$ cat config.mk
export PLATFORM = sky130hd
export DESIGN_NAME = crack_multi_ctrl
export DESIGN_NICKNAME = d
export VERILOG_FILES = /design/src/rtl/crack_pkg.sv /design/src/rtl/crack_min_sel.sv /design/src/rtl/crack_multi_ctrl.sv
export SDC_FILE = /design/constraint.sdc
export NUM_CORES = 1
export LEC_CHECK = 0
export BUFFER_PORTS_ARGS = -buffer_cell sky130_fd_sc_hd__buf_2
export CORE_MARGIN = 2
export CORE_UTILIZATION = 50
export CTS_CLUSTER_DIAMETER = 40
export CTS_CLUSTER_SIZE = 25
export DETAILED_ROUTE_END_ITERATION = 7
export GPL_TIMING_DRIVEN = 0
export PLACE_DENSITY = 0.75
export SLEW_MARGIN = 20
export SYNTH_ARGS = -nofsm -noshare
export SYNTH_HDL_FRONTEND = slang
export SYNTH_SLANG_ARGS = --single-unit
$ cat constraint.sdc
create_clock -name clk -period 6.6 [get_ports clk]
set_input_delay 0.66 -clock clk [delete_from_list [all_inputs] [get_ports clk]]
set_output_delay 0.66 -clock clk [all_outputs]
set_load 0.1 [all_outputs]
$ cat src/rtl/crack_pkg.sv
`default_nettype none
// +----------------------------------------------------------------------------+
// | Module      : crack_pkg                                                    |
// | Description : Shared definitions for the ARC4 key-search controllers:      |
// |               controller state encoding and default key width.            |
// | Revision    : 1.0 - initial multi-lane release                             |
// +----------------------------------------------------------------------------+
package crack_pkg;

  // Default candidate key width, shared with the single-core cracker.
  localparam int CRACK_KEY_W = 24;

  typedef enum logic [1:0] {
    ST_IDLE  = 2'd0,
    ST_RUN   = 2'd1,
    ST_DRAIN = 2'd2
  } crack_state_e;

endpackage : crack_pkg
`default_nettype wire

$ cat src/rtl/crack_min_sel.sv
`default_nettype none
// +----------------------------------------------------------------------------+
// | Module      : crack_min_sel                                                |
// | Description : Combinational reduction over one cycle of lane verdicts.     |
// |               Reports whether any lane delivered a match and the smallest  |
// |               matching key among them.                                     |
// | Revision    : 1.0 - initial multi-lane release                             |
// |                                                                            |
// | Ports                                                                      |
// |   done_i     [LANES]       verdict strobes (already qualified by caller)   |
// |   match_i    [LANES]       verdict per lane, meaningful with done_i        |
// |   keys_i     [LANES*KEY_W] key evaluated by each lane                      |
// |   any_o                    at least one strobed lane matched              |
// |   min_key_o  [KEY_W]       smallest matching key, 0 when any_o=0          |
// +----------------------------------------------------------------------------+
module crack_min_sel #(
  parameter int LANES = 2,
  parameter int KEY_W = 24
) (
  input  logic [LANES-1:0]       done_i,
  input  logic [LANES-1:0]       match_i,
  input  logic [LANES*KEY_W-1:0] keys_i,
  output logic                   any_o,
  output logic [KEY_W-1:0]       min_key_o
);

  always_comb begin
    logic             found;
    logic [KEY_W-1:0] best;
    found = 1'b0;
    best  = '0;
    for (int i = 0; i < LANES; i++) begin
      if (done_i[i] && match_i[i]) begin
        if (!found || (keys_i[i*KEY_W +: KEY_W] < best)) begin
          best = keys_i[i*KEY_W +: KEY_W];
        end
        found = 1'b1;
      end
    end
    any_o     = found;
    min_key_o = best;
  end

endmodule : crack_min_sel
`default_nettype wire

$ cat src/rtl/crack_multi_ctrl.sv
`default_nettype none
// +----------------------------------------------------------------------------+
// | Module      : crack_multi_ctrl                                             |
// | Description : Multi-lane ARC4 key-search controller. Sweeps keys 0..2^KEY_W-1|
// |               over LANES external test lanes and reports the smallest      |
// |               matching key, independent of lane count and latency.         |
// | Revision    : 1.0 - initial multi-lane release                             |
// |                                                                            |
// | Optional build macro: CRACK_PERF_EN adds the keys_tried_o counter port.    |
// |                                                                            |
// | Ports                                                                      |
// |   clk, rst        clock (rising edge), asynchronous active-high reset      |
// |   en_i            start request, sampled only while rdy_o=1                |
// |   rdy_o           1 = idle, result outputs stable                          |
// |   key_o           smallest matching key of the last search                 |
// |   key_valid_o     key_o holds a found match                                |
// |   lane_rdy_i      lane i can accept a key                                  |
// |   lane_en_o       one-cycle dispatch strobe to lane i                      |
// |   lane_key_o      key for lane i, valid with lane_en_o[i]                  |
// |   lane_done_i     one-cycle verdict strobe from lane i                     |
// |   lane_match_i    verdict of lane i, valid with lane_done_i[i]             |
// |   keys_tried_o    keys dispatched in the current/last search (PERF only)  |
// +----------------------------------------------------------------------------+
module crack_multi_ctrl
  import crack_pkg::*;
#(
  parameter int KEY_W = CRACK_KEY_W,
  parameter int LANES = 2
) (
  input  logic                   clk,
  input  logic                   rst,
  input  logic                   en_i,
  output logic                   rdy_o,
  output logic [KEY_W-1:0]       key_o,
  output logic                   key_valid_o,
  input  logic [LANES-1:0]       lane_rdy_i,
  output logic [LANES-1:0]       lane_en_o,
  output logic [LANES*KEY_W-1:0] lane_key_o,
  input  logic [LANES-1:0]       lane_done_i,
  input  logic [LANES-1:0]       lane_match_i
`ifdef CRACK_PERF_EN
  ,
  output logic [KEY_W:0]         keys_tried_o
`endif
);

  crack_state_e           state_q,      state_d;
  logic [KEY_W:0]         next_key_q,   next_key_d;   // MSB set = space exhausted
  logic [LANES-1:0]       busy_q,       busy_d;
  logic [LANES*KEY_W-1:0] inflight_q,   inflight_d;
  logic [KEY_W-1:0]       cand_q,       cand_d;
  logic                   cand_valid_q, cand_valid_d;
  logic [KEY_W-1:0]       key_q,        key_d;
  logic                   key_valid_q,  key_valid_d;

  // Verdicts only count for lanes we actually have a key outstanding on;
  // this also drops strobes left over from a search cut short by reset.
  logic [LANES-1:0]       done_eff;
  logic                   sel_any;
  logic [KEY_W-1:0]       sel_min;

  assign done_eff = lane_done_i & busy_q;

  crack_min_sel #(
    .LANES (LANES),
    .KEY_W (KEY_W)
  ) u_min_sel (
    .done_i    (done_eff),
    .match_i   (lane_match_i),
    .keys_i    (inflight_q),
    .any_o     (sel_any),
    .min_key_o (sel_min)
  );

  always_comb begin
    state_d      = state_q;
    next_key_d   = next_key_q;
    busy_d       = busy_q;
    inflight_d   = inflight_q;
    cand_d       = cand_q;
    cand_valid_d = cand_valid_q;
    key_d        = key_q;
    key_valid_d  = key_valid_q;
    lane_en_o    = '0;

    case (state_q)
      ST_IDLE: begin
        if (en_i) begin
          state_d      = ST_RUN;
          next_key_d   = '0;
          busy_d       = '0;
          cand_d       = '0;
          cand_valid_d = 1'b0;
          key_d        = '0;
          key_valid_d  = 1'b0;
        end
      end

      ST_RUN, ST_DRAIN: begin
        busy_d = busy_q & ~done_eff;
        if (sel_any && (!cand_valid_q || (sel_min < cand_q))) begin
          cand_d       = sel_min;
          cand_valid_d = 1'b1;
        end

        // Dispatch uses busy_q, so a lane finishing this cycle is only
        // re-dispatched next cycle. Nothing is handed out in a cycle that
        // brings a match: any newly dispatched key would be larger anyway.
        if ((state_q == ST_RUN) && !sel_any) begin
          for (int i = 0; i < LANES; i++) begin
            if (lane_rdy_i[i] && !busy_q[i] && !next_key_d[KEY_W]) begin
              lane_en_o[i]                 = 1'b1;
              inflight_d[i*KEY_W +: KEY_W] = next_key_d[KEY_W-1:0];
              busy_d[i]                    = 1'b1;
              next_key_d                   = next_key_d + (KEY_W+1)'(1);
            end
          end
        end

        if ((state_q == ST_DRAIN) || sel_any || next_key_d[KEY_W]) begin
          if (busy_d == '0) begin
            state_d     = ST_IDLE;
            key_d       = cand_valid_d ? cand_d : '0;
            key_valid_d = cand_valid_d;
          end else begin
            state_d = ST_DRAIN;
          end
        end
      end

      default: state_d = ST_IDLE;
    endcase
  end

  always_ff @(posedge clk or posedge rst) begin
    if (rst) begin
      state_q      <= ST_IDLE;
      next_key_q   <= '0;
      busy_q       <= '0;
      inflight_q   <= '0;
      cand_q       <= '0;
      cand_valid_q <= 1'b0;
      key_q        <= '0;
      key_valid_q  <= 1'b0;
    end else begin
      state_q      <= state_d;
      next_key_q   <= next_key_d;
      busy_q       <= busy_d;
      inflight_q   <= inflight_d;
      cand_q       <= cand_d;
      cand_valid_q <= cand_valid_d;
      key_q        <= key_d;
      key_valid_q  <= key_valid_d;
    end
  end

  assign rdy_o       = (state_q == ST_IDLE);
  assign key_o       = key_q;
  assign key_valid_o = key_valid_q;
  // The per-lane key register drives the lane; in the dispatch cycle the
  // key about to be stored is forwarded so it is valid with lane_en_o.
  assign lane_key_o  = inflight_d;

`ifdef CRACK_PERF_EN
  logic [KEY_W:0] tried_q, tried_d;

  always_comb begin
    tried_d = tried_q;
    if ((state_q == ST_IDLE) && en_i) begin
      tried_d = '0;
    end else begin
      tried_d = tried_q + (KEY_W+1)'($countones(lane_en_o));
    end
  end

  always_ff @(posedge clk or posedge rst) begin
    if (rst) begin
      tried_q <= '0;
    end else begin
      tried_q <= tried_d;
    end
  end

  assign keys_tried_o = tried_q;
`endif

`ifndef SYNTHESIS
  // A verdict from a lane with nothing outstanding points at a broken lane.
  // Strobes while idle are legitimate leftovers of a reset search.
  always @(posedge clk) begin
    if (!rst && (state_q != ST_IDLE)) begin
      assert ((lane_done_i & ~busy_q) == '0)
        else $error("crack_multi_ctrl: lane_done on a lane with no key in flight");
    end
  end
`endif

endmodule : crack_multi_ctrl
`default_nettype wire
==> reports/qor.txt <==
CLOCK TREE
--------------------------------------------------------------------------------------------------
Number of buffers created by CTS                                                                17
Clk Tree Root Cell                                                                    sky130_fd_sc_hd__clkbuf_16
Clock transition time at the flip-flop clock pins of the worst setup and hold paths        0.06 ns
Clock Path Buffers                                                                               2
CTS sink cnt                                                                                   127
Total number of H-tree levels                                                                    4
TritonCTS clock tree                                                                          done
Worst skew pair latency                                                                    0.43 ns

FLOW RUN
--------------------------------------------------------------------------------------------------
Max-cap check violation count                                                                    0

FINISH
--------------------------------------------------------------------------------------------------
Total inserted antenna cells                                                                     0
Design area                                                                               9870 µm²
Net count of the finished layout                                                              1077
Area added between synthesis and finish                                                      16.6%
Fraction of final layout cells with drive strength greater than 1                            19.7%
Final non-filler cell total                                                                   1249

PLACEMENT
--------------------------------------------------------------------------------------------------
DPL Wire Length                                                                            18.7 mm
Placed instance count                                                                         1217
Final Wtd Congestion                                                                         0.990
Post-placement cell area                                                                  9200 µm²
Port buffer count                                                                               84

SYNTHESIS
--------------------------------------------------------------------------------------------------
Gate count of the mapped netlist                                                               912
Number of flops mapped to enable cells by yosys                                                  0
Most used flip-flop cell after synthesis                                              sky130_fd_sc_hd__dfrtp_1
Share of flip-flops with an asynchronous set or reset after synthesis                         100%
Net count after synthesis                                                                      973
Biggest area contributors in the synthesized netlist                                  sky130_fd_sc_hd__dfrtp_1, sky130_fd_sc_hd__ha_1, sky130_fd_sc_hd__nand2_1, sky130_fd_sc_hd__mux2_2, sky130_fd_sc_hd__o2bb2ai_2
Distinct cell type count of the synthesized netlist                                             81
YS warnings                                                                                      0
Synth area leader                                                                     sky130_fd_sc_hd__dfrtp_1
Most frequent cell after synthesis                                                    sky130_fd_sc_hd__dfrtp_1
Cell area after technology mapping                                                        8470 µm²
Flip-flop and latch count after synthesis                                                      127
Post-synth top cells                                                                  sky130_fd_sc_hd__dfrtp_1, sky130_fd_sc_hd__nand2_1, sky130_fd_sc_hd__nor2_1, sky130_fd_sc_hd__ha_1
Area share of the largest cell type after synthesis                                          37.5%
Sequential fraction of the synthesis area                                                    37.5%
Post-Synthesis Mean Instance Area                                                         9.28 µm²

TIMING
--------------------------------------------------------------------------------------------------
Final Setup Violations                                                                           0
Fin. max-slew vios                                                                               0
Clock period minus worst slack                                                             6.29 ns
Relative slew slack                                                                          43.6%
Minimum hold slack                                                                        0.233 ns
Crit share post-route                                                                        95.3%
Setup Total Neg Slack                                                                         0 ns
Final hold violations                                                                            0
Setup repair after global routing missed its margin                                             no
Fmax                                                                                       159 MHz
Setup clock skew after layout                                                           0.00667 ns
Slew at the pin closest to its max-slew limit                                             0.843 ns

FLOORPLANNING
--------------------------------------------------------------------------------------------------
Die Wd                                                                                      134 µm
Vertical die dimension                                                                      134 µm
Die Footprint                                                                            18000 µm²
Core Region                                                                              16600 µm²
I/O pins                                                                                        85
Site Rows                                                                                       47
Initial standard-cell utilization of the core                                                51.1%

GLOBAL ROUTING
--------------------------------------------------------------------------------------------------
First-pass GRT wire length                                                                 39.8 mm
Met1 global-route usage                                                                      37.6%
Largest net degree at the start of global routing                                               77
GR Util met3                                                                                 4.38%
Initial antenna violation count                                                                  0
Global-route usage over all layers                                                           28.4%
GR met2 Demand/Resource                                                                      47.1%
Most crowded layer after global routing                                                       met2
Total grt overflow                                                                               0
Vias in the first global route                                                                7254

RUN STATUS
--------------------------------------------------------------------------------------------------
Outcome                                                                               finished, final reports clean

SETUP PATH
--------------------------------------------------------------------------------------------------
Slowest cell on crit path                                                             sky130_fd_sc_hd__a2111oi_2
WS Path Type                                                                               reg2reg
Critical path fanouts, max                                                                      10
CP startpoint kind                                                                       flip-flop
Required arrival time at the worst endpoint                                                6.90 ns
Largest incremental delay on the critical path                                             0.51 ns
Arrival time worst endpoint                                                                6.59 ns
Capturing element type of the critical path                                              flip-flop
Chain of cells forming the critical path                                              and3_2 > clkbuf_1 > nand2_1 > ha_1 > nand4_1 > nor3_1 > nand3_1 > o22a_1 > and2_1 > clkbuf_1 > clkbuf_2 > a22o_1 > ha_1 > nand3_1 > nor4_1 > a2111oi_2 > a41oi_1 > a41o_1 > nor2_4 > clkbuf_4 > mux2i_1 > o2bb2ai_2

ROUTE
--------------------------------------------------------------------------------------------------
Final routed wire length divided by cell count                                             20.0 µm
Number of DRC violations after detailed-routing iteration 0                                    574
Drt drc                                                                                          0
Routed Wire Length                                                                         24.9 mm
Mean number of vias per cell                                                                  6.09
Number of routed nets with antenna violations                                                    0
Initial DRT Pass Iterations                                                                      5
Vias                                                                                          7606

POWER
--------------------------------------------------------------------------------------------------
Power density cells                                                                     426 nW/µm²
Leakage power summed over all cells                                                        4.11 nW
Worst IR drop on VDD                                                                        401 µV

HOLD PATH
--------------------------------------------------------------------------------------------------
Worst Hold Class                                                                          in2async

## flip-flops by register name (all words and copies together), names as in the netlist
signal        count
state_q           2
inflight_q       48
next_key_q       25
cand_valid_q      1
cand_q           24
busy_q            2
key_o            24
key_valid_o       1
## placed cells by master (no fill, tap or decap), drive strengths merged, types with 4 or more instances in the layout
| cell type | n |
|---|---|
| buf | 95 |
| and4 | 4 |
| nor2 | 64 |
| xnor2 | 20 |
| a21o | 5 |
| o31ai | 6 |
| dfrtp | 127 |
| o21ai | 51 |
| o22ai | 8 |
| clkinvlp | 4 |
| inv | 38 |
| clkbuf | 68 |
| mux2 | 29 |
| nand3b | 6 |
| nand2 | 118 |
| nor3 | 19 |
| a21oi | 48 |
| mux2i | 24 |
| or2 | 4 |
| o211ai | 4 |
| or3 | 4 |
| nor4 | 13 |
| nand4 | 15 |
| and2 | 7 |
| a31oi | 5 |
| o2bb2ai | 24 |
| o311ai | 21 |
| a22o | 30 |
| nand2b | 10 |
| ha | 52 |
| nand3 | 30 |
| and3 | 4 |
| xor2 | 12 |
## worst max-delay path: cells and delay by family (launching register included)
family / cells / cell delay (ns)
flops: 1 / 0.50
simple gates: 9 / 1.84
fa+ha+maj: 2 / 0.63
mux: 1 / 0.33
compound gates: 6 / 1.72
buf+inv: 4 / 1.16
## power breakdown
part	switching [mW]	internal (mW)
registers	0.105	0.880
logic	1.75	0.498
clock network	0.353	0.621
## path summary, 6_finish.rpt
path / slack [ns] / from / cells after the start / to
worst max-delay path: 0.31 / busy_q[0] / 22 / key_o[3]
worst min-delay path: 0.23 / rst / 2 / key_o[15]
worst max register to register: 0.31 / busy_q[0] / 22 / key_o[3]
worst min register to register: 0.47 / key_valid_o / 1 / key_valid_o
max in group asynchronous: 5.66 / rst / 3 / next_key_q[6]
min in group clk: 0.47 / key_valid_o / 1 / key_valid_o
## metal layers
metal	share of wire, %	routed length (µm)
met1	43	10700
met2	48	12100
met3	5.6	1390
met4	3.0	753
met5	0	0
## cell type report
cell class | count | area, µm²
timing repair buffer | 86 | 455
sequential | 127 | 3180
buffer | 55 | 253
fill | 1456 | 6710
tap | 220 | 275
inverter | 38 | 150
multi-input combinational | 691 | 4950
clock buffer | 22 | 474
clock inverter | 10 | 135
## through the flow
| stage | setup slack (ns) | power [mW] | util, % |
|---|---|---|---|
| final | 0.313 | 4.21 | 59.5 |
| after floorplan | 0.783 | 2.73 | - |
| after CTS | 0.0666 | 4.20 | 59.4 |
| after global placement | -1.03 | 3.17 | 55.3 |
| after detailed placement | -1.12 | 3.21 | 55.5 |
| after global routing | 0.0149 | 4.40 | 59.5 |
## repair_timing
action / 4_1_cts / 5_1_grt
gates resized for setup: 8 / 13
hold buffers: 0 / 0
endpoints found under the setup margin: 47 / 43
setup buffers: 0 / 1
## cells by family (layout without fill, tap and decap cells)
kind of cell    Yosys count  after routing  share of synthesized area [%]
compound gates          241            241                           21.7
xor+xnor                 32             32                           3.40
fa+ha+maj                52             52                           7.68
buf+inv                  94            211                           4.58
flops                   127            127                           37.5
mux                      53             53                           6.69
simple gates            313            313                           18.4
Power figures use the tool's default switching activity.
